$ cat src/rtl/axi_arbiter_defines.sv
// Shared definitions for the AXI many-to-one arbiter:
// FSM states, arbitration modes and selection helpers.
package axi_arbiter_defines;

  typedef enum logic [1:0] {
    ST_RUN  = 2'd0,
    ST_WAIT = 2'd1,
    ST_LOCK = 2'd2
  } arb_st_e;

  localparam int MODE_FIXED = 0;
  localparam int MODE_RR    = 1;

  // Search starts at ptr and wraps modulo num; ptr=0 gives fixed priority.
  function automatic logic [15:0] rr_sel(
    input logic [15:0] req,
    input logic [3:0]  ptr,
    input logic [4:0]  num
  );
    logic [15:0] g;
    logic        hit;
    logic [4:0]  idx;
    g   = '0;
    hit = 1'b0;
    for (int k = 0; k < 16; k++) begin
      idx = ({1'b0, ptr} + 5'(k)) % num;
      if ((5'(k) < num) && !hit && req[idx[3:0]]) begin
        g[idx[3:0]] = 1'b1;
        hit         = 1'b1;
      end
    end
    return g;
  endfunction

  function automatic logic [3:0] oh2idx(input logic [15:0] oh);
    logic [3:0] r;
    r = '0;
    for (int k = 0; k < 16; k++) begin
      if (oh[k]) r = r | 4'(k);
    end
    return r;
  endfunction

  function automatic logic [3:0] ptr_next(
    input logic [3:0] idx,
    input logic [4:0] num
  );
    if (({1'b0, idx} + 5'd1) >= num) return 4'd0;
    return idx + 4'd1;
  endfunction

endpackage

$ cat src/rtl/axi_arbiter_fifo_sync.sv
// Synchronous-reset FIFO holding the write-address order
// so write data is granted in the same master sequence.
module axi_arbiter_fifo_sync #(
  parameter int FDW = 8,
  parameter int FAW = 4
) (
  input  logic           i_clk,
  input  logic           i_rst_n,
  input  logic           i_wr_en,
  input  logic [FDW-1:0] i_wr_data,
  input  logic           i_rd_en,
  output logic [FDW-1:0] o_rd_data,
  output logic           o_full,
  output logic           o_empty
);

  localparam int DEPTH = 1 << FAW;

  logic [FDW-1:0] r_mem [DEPTH];
  logic [FAW:0]   r_wptr;
  logic [FAW:0]   r_rptr;
  logic           w_we;
  logic           w_re;

  assign w_we = i_wr_en & ~o_full;
  assign w_re = i_rd_en & ~o_empty;

  always_ff @(posedge i_clk) begin
    if (!i_rst_n) begin
      r_wptr <= '0;
      r_rptr <= '0;
    end else begin
      if (w_we) r_wptr <= r_wptr + 1'b1;
      if (w_re) r_rptr <= r_rptr + 1'b1;
    end
  end

  always_ff @(posedge i_clk) begin
    if (w_we) r_mem[r_wptr[FAW-1:0]] <= i_wr_data;
  end

  assign o_empty   = (r_wptr == r_rptr);
  assign o_full    = (r_wptr[FAW] != r_rptr[FAW]) &&
                     (r_wptr[FAW-1:0] == r_rptr[FAW-1:0]);
  assign o_rd_data = r_mem[r_rptr[FAW-1:0]];

endmodule

$ cat src/rtl/axi_arbiter_mtos_mn.sv
// Many-master to one-slave AXI arbiter: AR/AW grant FSMs with
// exclusive-lock handling and a write-order FIFO driving W grants.
module axi_arbiter_mtos_mn
  import axi_arbiter_defines::*;
#(
  parameter int WIDTH_CID = 4,
  parameter int WIDTH_ID  = 4,
  parameter int WIDTH_SID = WIDTH_CID + WIDTH_ID,
  parameter int NUM       = 4,
  parameter int MODE      = 0,
  parameter int FAW       = 4
) (
  input  logic                     ACLK,
  input  logic                     ARESETn,
  input  logic [NUM-1:0]           AWSELECT,
  input  logic [NUM-1:0]           AWVALID,
  input  logic [NUM-1:0]           AWREADY,
  input  logic [NUM-1:0]           AWLOCK,
  output logic [NUM-1:0]           AWGRANT,
  input  logic [NUM*WIDTH_SID-1:0] AWSID,
  input  logic [NUM-1:0]           WVALID,
  input  logic [NUM-1:0]           WLAST,
  input  logic [NUM-1:0]           WREADY,
  output logic [NUM-1:0]           WGRANT,
  input  logic [NUM-1:0]           ARSELECT,
  input  logic [NUM-1:0]           ARVALID,
  input  logic [NUM-1:0]           ARREADY,
  input  logic [NUM-1:0]           ARLOCK,
  output logic [NUM-1:0]           ARGRANT,
  input  logic [NUM*WIDTH_SID-1:0] ARSID,
  input  logic [NUM*WIDTH_CID-1:0] MID
);

  localparam logic [4:0] LP_NUM = 5'(NUM);
  localparam int         TW     = WIDTH_SID - WIDTH_CID;

  arb_st_e              r_ar_st;
  arb_st_e              r_aw_st;
  logic [NUM-1:0]       r_ar_grant;
  logic [NUM-1:0]       r_aw_grant;
  logic [3:0]           r_ar_ptr;
  logic [3:0]           r_aw_ptr;
  logic                 r_locked;
  logic                 r_unlock;
  logic [WIDTH_SID-1:0] r_locksid;

  logic [NUM-1:0]       w_ar_sel;
  logic [NUM-1:0]       w_aw_sel;
  logic [NUM-1:0]       w_lk_hit;
  logic [NUM-1:0]       w_lk_sel;
  logic [3:0]           w_ar_base;
  logic [3:0]           w_aw_base;
  logic [WIDTH_CID-1:0] w_lk_cid;
  logic [WIDTH_SID-1:0] w_ar_gsid;
  logic [WIDTH_SID-1:0] w_aw_gsid;
  logic [WIDTH_SID-1:0] w_head;
  logic                 w_full;
  logic                 w_empty;
  logic                 w_ar_hs;
  logic                 w_aw_hs;
  logic                 w_pop;
  logic                 w_aw_comb;
  logic                 w_unused;

  assign w_ar_base = (MODE == MODE_RR) ? r_ar_ptr : 4'd0;
  assign w_aw_base = (MODE == MODE_RR) ? r_aw_ptr : 4'd0;

  assign w_ar_sel = NUM'(rr_sel(16'(ARSELECT & ARVALID),
                                w_ar_base, LP_NUM));
  assign w_aw_sel = NUM'(rr_sel(16'(AWSELECT & AWVALID),
                                w_aw_base, LP_NUM));

  assign w_lk_cid = r_locksid[WIDTH_SID-1 -: WIDTH_CID];
  assign w_unused = ^{r_locksid[TW-1:0], w_head[TW-1:0]};

  always_comb begin
    w_lk_hit = '0;
    for (int i = 0; i < NUM; i++) begin
      w_lk_hit[i] = AWSELECT[i] && AWVALID[i] &&
        (MID[i*WIDTH_CID +: WIDTH_CID] == w_lk_cid) &&
        (AWSID[i*WIDTH_SID+TW +: WIDTH_CID] == w_lk_cid);
    end
  end

  assign w_lk_sel = NUM'(rr_sel(16'(w_lk_hit), 4'd0, LP_NUM));

  assign ARGRANT   = (r_ar_st == ST_RUN) ? w_ar_sel : r_ar_grant;
  assign w_aw_comb = (r_aw_st == ST_RUN) && !r_locked && !w_full;
  assign AWGRANT   = w_aw_comb ? w_aw_sel : r_aw_grant;

  assign w_ar_hs = |(ARGRANT & ARVALID & ARREADY);
  assign w_aw_hs = |(AWGRANT & AWVALID & AWREADY);
  assign w_pop   = |(WGRANT & WVALID & WREADY & WLAST);

  always_comb begin
    w_ar_gsid = '0;
    w_aw_gsid = '0;
    for (int i = 0; i < NUM; i++) begin
      if (w_ar_sel[i])
        w_ar_gsid |= ARSID[i*WIDTH_SID +: WIDTH_SID];
      if (AWGRANT[i])
        w_aw_gsid |= AWSID[i*WIDTH_SID +: WIDTH_SID];
    end
  end

  always_ff @(posedge ACLK) begin
    if (!ARESETn) begin
      r_ar_st    <= ST_RUN;
      r_ar_grant <= '0;
      r_ar_ptr   <= '0;
      r_locked   <= 1'b0;
      r_locksid  <= '0;
    end else begin
      if (w_ar_hs)
        r_ar_ptr <= ptr_next(oh2idx(16'(ARGRANT)), LP_NUM);
      unique case (r_ar_st)
        ST_RUN: begin
          if (|(w_ar_sel & ARLOCK)) begin
            r_locked   <= 1'b1;
            r_locksid  <= w_ar_gsid;
            r_ar_grant <= w_ar_sel;
            r_ar_st    <= ST_LOCK;
          end else if (|w_ar_sel && !(|(w_ar_sel & ARREADY))) begin
            r_ar_grant <= w_ar_sel;
            r_ar_st    <= ST_WAIT;
          end
        end
        ST_WAIT: begin
          if (w_ar_hs) begin
            r_ar_grant <= '0;
            r_ar_st    <= ST_RUN;
          end
        end
        ST_LOCK: begin
          if (r_unlock) begin
            r_locked   <= 1'b0;
            r_locksid  <= '0;
            r_ar_grant <= '0;
            r_ar_st    <= ST_RUN;
          end
        end
        default: r_ar_st <= ST_RUN;
      endcase
    end
  end

  // While locked only the lock owner's write may proceed.
  always_ff @(posedge ACLK) begin
    if (!ARESETn) begin
      r_aw_st    <= ST_RUN;
      r_aw_grant <= '0;
      r_aw_ptr   <= '0;
      r_unlock   <= 1'b0;
    end else begin
      if (w_aw_hs)
        r_aw_ptr <= ptr_next(oh2idx(16'(AWGRANT)), LP_NUM);
      unique case (r_aw_st)
        ST_RUN: begin
          if (!r_locked) begin
            if (!w_full && |w_aw_sel &&
                !(|(w_aw_sel & AWREADY))) begin
              r_aw_grant <= w_aw_sel;
              r_aw_st    <= ST_WAIT;
            end
          end else if (!w_full && |w_lk_sel) begin
            r_aw_grant <= w_lk_sel;
            r_unlock   <= ~|(w_lk_sel & AWLOCK);
            r_aw_st    <= ST_LOCK;
          end
        end
        ST_WAIT: begin
          if (w_aw_hs) begin
            r_aw_grant <= '0;
            r_aw_st    <= ST_RUN;
          end
        end
        ST_LOCK: begin
          if (w_aw_hs) begin
            r_aw_grant <= '0;
            r_unlock   <= 1'b0;
            r_aw_st    <= ST_RUN;
          end
        end
        default: r_aw_st <= ST_RUN;
      endcase
    end
  end

  axi_arbiter_fifo_sync #(
    .FDW (WIDTH_SID),
    .FAW (FAW)
  ) u_fifo (
    .i_clk     (ACLK),
    .i_rst_n   (ARESETn),
    .i_wr_en   (w_aw_hs),
    .i_wr_data (w_aw_gsid),
    .i_rd_en   (w_pop),
    .o_rd_data (w_head),
    .o_full    (w_full),
    .o_empty   (w_empty)
  );

  always_comb begin
    WGRANT = '0;
    for (int i = 0; i < NUM; i++) begin
      WGRANT[i] = !w_empty &&
        (MID[i*WIDTH_CID +: WIDTH_CID] ==
         w_head[WIDTH_SID-1 -: WIDTH_CID]);
    end
  end

endmodule

$ cat config.mk
export PLATFORM = sky130hd
export DESIGN_NAME = axi_arbiter_mtos_mn
export DESIGN_NICKNAME = d
export VERILOG_FILES = /design/src/rtl/axi_arbiter_defines.sv /design/src/rtl/axi_arbiter_fifo_sync.sv /design/src/rtl/axi_arbiter_mtos_mn.sv
export SDC_FILE = /design/constraint.sdc
export NUM_CORES = 1
export LEC_CHECK = 0
export ABC_AREA = 1
export BUFFER_PORTS_ARGS = -buffer_cell sky130_fd_sc_hd__buf_2
export CAP_MARGIN = 15
export CORE_ASPECT_RATIO = 2
export CORE_MARGIN = 5
export CORE_UTILIZATION = 30
export DETAILED_ROUTE_END_ITERATION = 10
export GPL_ROUTABILITY_DRIVEN = 0
export HOLD_SLACK_MARGIN = 0.06
export SYNTH_ARGS = -nofsm -noshare
export SYNTH_HDL_FRONTEND = slang
export SYNTH_SLANG_ARGS = --single-unit
$ cat constraint.sdc
create_clock -name ACLK -period 2.21 [get_ports ACLK]
set_clock_uncertainty 0.15 [all_clocks]
set_input_delay 0.442 -clock ACLK [delete_from_list [all_inputs] [get_ports ACLK]]
set_output_delay 0.442 -clock ACLK [all_outputs]
set_load 0.01 [all_outputs]
==> results.yml, run 1 <==
status:
  status: "complete, but fails checks"
  failed_checks: "negative setup slack"
layout:
  drive_gt1_share_pct: 40.6
  antennaDiodeCount: 0
  layout.nets: 1112
  syn_to_final_growth_pct: 48.8
  nFillCells: 1827
  fin_util_pct: 45.1
routing:
  drc: 0
  via_count: 5843
  dr.pass1.iters: 4
  vias_per_cell: 4.72
  wl_per_cell_um: 15.3
  ant_nets: 0
  drtIter0Drc: 252
  wl_um: 18900
synthesis:
  syn-instance-count: 757
  synth_nets: 894
  ys_ff_latch: 96
  avgSynthCellArea_um2: 7.68
  yosys.cell_types.count: 46
  synth-edff-count: 64
  yosys_warnings: 0
  seq_area_frac_synth_pct: 44.1
  ys.flop_type: "edfxtp_1"
  synthesis.area_um2: 5820
  ys_async_sr_fraction_pct: 0
timing:
  fin_crit_ns: 2.73
  final.setup.worst_slack_ns: -0.518
  fmax_mhz: 367
  grt_setup_unrepaired: "true"
  hold_slack_ns: 0.307
  slew_headroom_pct: 68.8
  final_hold_viol_count: 0
  final-setup-viol-count: 141
  maxSlewViolCount: 0
  tightest_slew_ns: 0.467
  finalCritPeriodShare_pct: 123
flow_run:
  maxCapViolations: 0
cts:
  cts_buffers: 9
  root_buffer: "clkbuf_16"
  cts.path.max_buffers: 2
  clk_pin_slew_ns: 0.08
  cts.sinks: 96
  insertion_delay_ns: 0.35
  cts_max_level: 3
  cts_tree: "done"
critical_path:
  critPathRequiredTime_ns: 1.62
  r2r_cells: 12
  cp_data_arrival_time_ns: 2.14
  path_class: "flip-flop to primary output"
  endpoint_kind: "primary output"
  cp-start-kind: "flip-flop"
  cp_max_fo: 8
floorplanning:
  row_count: 72
  die_h_um: 207
  die-area_um2: 22400
  die_w_um: 108
  num_io_pins: 138
  start_util_pct: 30.3
  core-area_um2: 19200
pwr:
  powerDensity_nw_per_um2: 1140
  p_leak_nw: 3.89
  ir_drop_uv: 620
  power_mw: 9.89
global_routing:
  grt_antenna_before_repair: 0
  grt_pass1_wl_um: 28500
  grt_pass1_vias: 5919
  grt_overflow: 0
  grt_usage_pct: 16.6
  grt_max_degree: 21
placed_design:
  io_buffers: 105
  hpwl_um: 14600
hold_path:
  min_delay_path_depth: 5
  hold_class: "input pin to flip-flop"
==> final cells by class <==
class	count	area [um^2]	share of cell area, %
Clock inverter	7	81.3	0.940
Timing Repair inverter	1	8.76	0.101
Inverter	105	419	4.84
Clock buffer	9	225	2.60
Multi-Input combinational cell	538	3360	38.9
Timing Repair Buffer	224	1660	19.2
Tap cell	259	324	3.75
Sequential cell	96	2570	29.7
==> logic make-up after synthesis <==
kind of cell               share of synthesized area (%)
AOI/OAI and AO/OA                                   9.42
xor gates and xnor gates                            1.51
adders and majority gates                           2.37
buffers and inverters                               9.06
DFF                                                 44.1
and+or+nand+nor                                     33.6
==> flip-flops by register name, indices dropped and copies added (netlist names), 2 cells and up, named ones only <==
| name | cells |
|---|---|
| r_ar_grant | 4 |
| r_ar_st | 2 |
| r_aw_grant | 4 |
| r_aw_st | 2 |
| r_locksid | 4 |
| u_fifo.r_mem | 64 |
| u_fifo.r_rptr | 5 |
| u_fifo.r_wptr | 5 |
==> layout by cell type, fill, tap and decap left out, types with 6 or more instances in the layout <==
cell type / count
nand3_2: 20
buf_2: 100
nor3_1: 6
inv_2: 8
a21oi_2: 6
nor2_2: 17
nand2_4: 11
o21ai_0: 9
ha_1: 9
nand2_1: 185
o21ai_1: 10
nand4_1: 13
nand2_2: 24
a21oi_1: 37
nand3_1: 57
inv_1: 92
edfxtp_1: 64
nand3_4: 8
nor2_4: 18
clkbuf_16: 9
buf_4: 82
and3_1: 7
dfxtp_1: 28
nor2_1: 41
o21ai_2: 10
buf_6: 34
buf_12: 8
==> per-stage QoR <==
stage	setup TNS, ns	worst slack, ns	cells	area [um^2]
floorplan	-4.67	-0.0611	757	5820
global placement	-21.78	-0.282	1208	7390
detailed placement	-24.31	-0.291	1208	7390
CTS	-16.63	-0.465	1228	8220
global route	-42.14	-0.605	1239	8650
finish	-27.16	-0.518	1239	8650
==> timing repair <==
item	in CTS	in global routing
hold buffers	0	0
pin swaps	18	28
buffers inserted	16	15
setup endpoints to repair	135	164
resized for setup	118	91
gates cloned	1	2
==> metal layers <==
metal / track usage (%) / up-vias / wire length (um)
li1: - / 2930 / -
met1: 14.7 / 2731 / 6100
met2: 33.5 / 133 / 11200
met3: 2.24 / 49 / 566
met4: 10.7 / 0 / 1000
met5: 0 / - / 0
==> Yosys cell counts, drive strengths merged (6+ instances only) <==
library cell,instances,share of area [%]
and3,8,0.86
buf,13,1.8
a21oi,44,4.0
nand2,224,15
nand3,85,8.3
o21ai,33,3.4
nor3,8,0.69
nand4,15,1.8
ha,11,2.4
inv,104,6.8
edfxtp,64,33
nor2,77,5.6
xor2,6,0.90
dfxtp,32,11
==> critical path, stage by stage (launching register included) <==
cell	delay, ns
dfxtp_4	0.39
buf_4	0.16
inv_6	0.07
nand2_1	0.05
nand3_1	0.08
nand3_2	0.15
nand3_4	0.17
nand2_2	0.08
nand2_1	0.06
nand2_1	0.09
nor2_2	0.15
and3_4	0.20
buf_2	0.13
==> power breakdown <==
| part | switching, mW | leakage (nW) | total, mW | internal [mW] |
|---|---|---|---|---|
| combinational | 3.19 | 2.90 | 5.72 | 2.53 |
| clock | 0.773 | 0.152 | 1.58 | 0.811 |
| sequential | 0.106 | 0.839 | 2.59 | 2.49 |
| total | 4.07 | 3.89 | 9.89 | 5.83 |
==> path summary, 6_finish.rpt <==
kind                        end  slack [ns]             start
max                   WGRANT[3]       -0.52         flip-flop
min                r_locksid[6]        0.31         ARSID[30]
max reg2reg  u_fifo.r_mem[1][7]       -0.32  u_fifo.r_wptr[3]
min reg2reg       r_aw_grant[0]        0.32     r_aw_grant[0]
Power figures use the tool's default switching activity.
==> run 2: changes to the inputs <==
- CORE_UTILIZATION: 30 -> 35
==> results.yml, run 2 (synthesis results as in run 1) <==
layout:
  final_cell_mix: "nand2_1, buf_2, inv_1"
  largest_reg_flops: 64
  fin_util_pct: 53.0
  drive_gt1_share_pct: 43.0
  antennaDiodeCount: 0
  stdcell_area_um2: 8660
  layout.nets: 1117
  final_common_cell: "nand2_1"
  nFillCells: 1522
  multi_input_area_um2: 3410
  syn_to_final_growth_pct: 48.9
  area.sequential_um2: 2580
pwr:
  p_leak_nw: 3.90
  ir_drop_uv: 768
  powerDensity_nw_per_um2: 1110
  power_mw: 9.64
routing:
  drtIter0Drc: 255
  via_count: 5962
  top_layer: "met4"
  wl_per_cell_um: 16.4
  dr.pass1.iters: 5
  ant_nets: 0
  drt-met1-wl_um: 5920
  wl_um: 19500
  dr_wl_met2_um: 11400
  routed-wl-met3_um: 776
  vias_per_cell: 5.01
  drc: 0
timing:
  setup-tns-final_ns: -20.97
  slew_headroom_pct: 50.5
  grt_setup_unrepaired: "true"
  finalCritPeriodShare_pct: 120
  fin_crit_ns: 2.65
  final-setup-viol-count: 141
  final_hold_viol_count: 0
  fmax_mhz: 377
  maxSlewViolCount: 0
  final.setup.worst_slack_ns: -0.443
  tightest_slew_ns: 0.742
critical_path:
  endpoint_kind: "primary output"
  cp_max_fo: 7
  path_class: "flip-flop to primary output"
  critPathMaxStageDelay_ns: 0.42
  crit_chain: "inv_8 > buf_12 > nand2_1 > nand2_2 > nand2_1 > nand3_1 > nand3_2 > nand2_4 > nand2_1 > nand2_1 > nor2_2 > and3_4 > buf_2"
  cp-start-kind: "flip-flop"
  r2r_start: "u_fifo.r_wptr[2]"
  slowest_stage: "dfxtp_4"
  crit_top_cell: "nand2_1"
  critPathRequiredTime_ns: 1.62
  cp_data_arrival_time_ns: 2.06
cts:
  cts.path.max_buffers: 2
  clk_pin_slew_ns: 0.07
  insertion_delay_ns: 0.35
  cts_buffers: 9
  cts.sinks: 96
  cts_hold_buffers: 0
  cts_max_level: 3
  root_buffer: "clkbuf_16"
  cts_tree: "done"
global_routing:
  grt_usage_pct: 19.9
  grt_pass1_vias: 5993
  grt_max_degree: 20
  grt_antenna_before_repair: 0
  grt_pass1_wl_um: 29300
  grt_overflow: 0
floorplanning:
  core-area_um2: 16400
  die_w_um: 101
  row_count: 66
  num_io_pins: 138
  die_h_um: 192
  start_util_pct: 35.6
  die-area_um2: 19500
placed_design:
  placed_area_um2: 7310
  hpwl_um: 14900
  io_buffers: 105
hold_path:
  worstHoldStart: "ARSID[30]"
  hold_class: "input pin to flip-flop"
status:
  status: "complete, but fails checks"
  failed_checks: "negative setup slack"
flow_run:
  maxCapViolations: 0
run 2: worst paths after layout:
kind | end | slack (ns) | cells past startpoint
max reg2reg | u_fifo.r_wptr[2] | -0.27 | 17
max | WGRANT[0] | -0.44 | 13
min | r_locksid[6] | 0.31 | 5
min reg2reg | r_ar_grant[1] | 0.31 | 2
run 2: cell type report:
class	instances	share of cell area [%]
timing repair inverter	1	0.0722
timing repair buffer	229	20.0
multi-input combinational	538	39.4
inverter	105	4.75
tap	204	2.95
clock inverter	6	0.520
sequential	96	29.7
clock buffer	10	2.64
run 2: routing by layer:
layer  track usage (%)  up-vias
met3              2.57       81
li1                  -     2941
met4              13.6        0
met2              39.7      194
met5                 0        -
met1              17.5     2746
run 2: per-stage QoR:
| stage | hold slack, ns | setup slack [ns] | cells |
|---|---|---|---|
| floorplan | 0.289 | -0.0611 | 757 |
| global placement | 0.299 | -0.269 | 1156 |
| detailed placement | 0.303 | -0.282 | 1156 |
| CTS | 0.314 | -0.419 | 1184 |
| global route | 0.325 | -0.572 | 1189 |
| finish | 0.315 | -0.443 | 1189 |
run 2: what timing repair did:
action,in CTS,in global routing
pin swaps,24,24
setup endpoints to repair,137,166
buffers inserted,18,10
resized for setup,162,80
gates cloned,5,1
run 2: worst max-delay path, delay by kind of cell (launching register included):
family	cells	cell delay, ns
AND/OR/NAND/NOR	10	0.95
flip-flops	1	0.42
buffers and inverters	3	0.33
run 2: power by group:
group	internal [mW]	switching, mW
sequential	2.49	0.106
clock	0.769	0.696
combinational	2.45	3.13
==> run 3: changes to the inputs <==
- PLACE_DENSITY: not set -> 0.68
==> results.yml, run 3 (synthesis results as in run 1) <==
status:
  status: "complete, but fails checks"
  failed_checks: "negative setup slack"
timing:
  slew_headroom_pct: 70.4
  final_hold_viol_count: 0
  final.setup.worst_slack_ns: -0.549
  hold_slack_ns: 0.238
  fmax_mhz: 362
  setup-tns-final_ns: -44.60
  grt_setup_unrepaired: "true"
  fin_crit_ns: 2.76
  finalCritPeriodShare_pct: 125
  tightest_slew_ns: 0.442
  final-setup-viol-count: 157
  maxSlewViolCount: 0
layout:
  syn_to_final_growth_pct: 57.0
  final_common_cell: "nand2_1"
  layout.nets: 1138
  drive_gt1_share_pct: 45.6
  stdcell_area_um2: 9130
  antennaDiodeCount: 0
  final_cell_mix: "nand2_1, buf_2, inv_1"
  nFillCells: 1341
  stdcell_count: 1210
  largest_reg_flops: 64
floorplanning:
  die_h_um: 192
  core-area_um2: 16400
  num_io_pins: 138
  start_util_pct: 35.6
  die-area_um2: 19500
  row_count: 66
  die_w_um: 101
pwr:
  p_leak_nw: 4.13
  ir_drop_uv: 692
  powerDensity_nw_per_um2: 1170
critical_path:
  critPathRequiredTime_ns: 1.62
  endpoint_kind: "primary output"
  cp-start-kind: "flip-flop"
  reg2reg_slack_ns: -0.42
  setup.worst_path.end: "WGRANT[3]"
  r2r_cells: 16
  cp_data_arrival_time_ns: 2.17
  path_class: "flip-flop to primary output"
  cp_max_fo: 5
placed_design:
  placed_area_um2: 7220
  hpwl_um: 14100
  place_ws_ns: -0.277
  io_buffers: 105
  dp.cells: 1142
global_routing:
  grt_antenna_before_repair: 0
  grt_overflow: 0
  grt_max_degree: 19
  grt_usage_pct: 20.3
  grt_pass1_wl_um: 30100
  grt_pass1_vias: 6168
routing:
  wl_per_cell_um: 17.5
  dr.pass1.iters: 6
  drtIter0Drc: 354
  drc: 0
  wl_um: 21200
  vias_per_cell: 5.16
  ant_nets: 0
  via_count: 6244
cts:
  insertion_delay_ns: 0.35
  cts.sinks: 96
  clk_pin_slew_ns: 0.07
  cts_max_level: 3
  cts.path.max_buffers: 2
  cts_buffers: 9
  cts_tree: "done"
  cts_hold_buffers: 0
  root_buffer: "clkbuf_16"
flow_run:
  maxCapViolations: 0
hold_path:
  hold_class: "input pin to flip-flop"
## run 3: cell count changes in the layout (fill, tap and decap cells not counted), sizes merged
cell      previous run  this run
clkinvlp             2         3
clkinv               4         3
clkbuf              10        12
buf                229       249
inv                106       105
## run 3: critical path: stages (launching register included)
cell and delay, ns:
dfxtp_4 0.45, buf_12 0.15, buf_16 0.12, nor2_4 0.03
nor2_1 0.09, o21ai_1 0.07, nand3_1 0.15, nand3_4 0.15
buf_6 0.17, nand3_2 0.07, nand2_2 0.06, and3_4 0.18
buf_6 0.12
## run 3: power breakdown
| part | switching [mW] | internal, mW |
|---|---|---|
| sequential | 0.106 | 2.49 |
| combinational | 3.54 | 3.04 |
| clock | 0.730 | 0.782 |
## run 3: area by class of cell
cell class	count	area (um^2)	share of cell area [%]
clock inverters	6	51.3	0.562
multi-input cells	538	3570	39.1
clock buffers	10	229	2.51
flip-flops and latches	96	2570	28.2
repair buffers	251	2030	22.3
inverters	105	415	4.55
well taps	204	255	2.80
## run 3: repair_timing
action,CTS,global route
gates resized for setup,183,99
gates cloned,6,1
endpoints found under the setup margin,133,164
setup buffers,31,35
pin swaps,53,50
## run 3: worst min path at each step
stage	slack [ns]	to	from	cells after the start
floorplan	0.29	r_aw_st[0]	r_aw_st[0]	2
global placement	0.30	r_aw_st[0]	r_aw_st[0]	2
detailed placement	0.31	r_aw_grant[0]	r_aw_grant[0]	2
CTS	0.21	u_fifo.r_wptr[3]	ARESETn	3
global route	0.26	u_fifo.r_wptr[4]	ARESETn	3
finish	0.24	u_fifo.r_wptr[4]	ARESETn	3
## run 3: through the flow
stage	total power [mW]	util, %
floorplan	4.76	-
global placement	6.36	44.2
detailed placement	6.41	44.2
CTS	9.72	52.2
global route	11.1	55.8
finish	10.7	55.8
## run 3: layer usage
metal,routed length (um),track usage (%)
met1,6420,17.3
met2,11800,39.2
met3,1040,3.29
met4,1920,16.3
met5,0,0
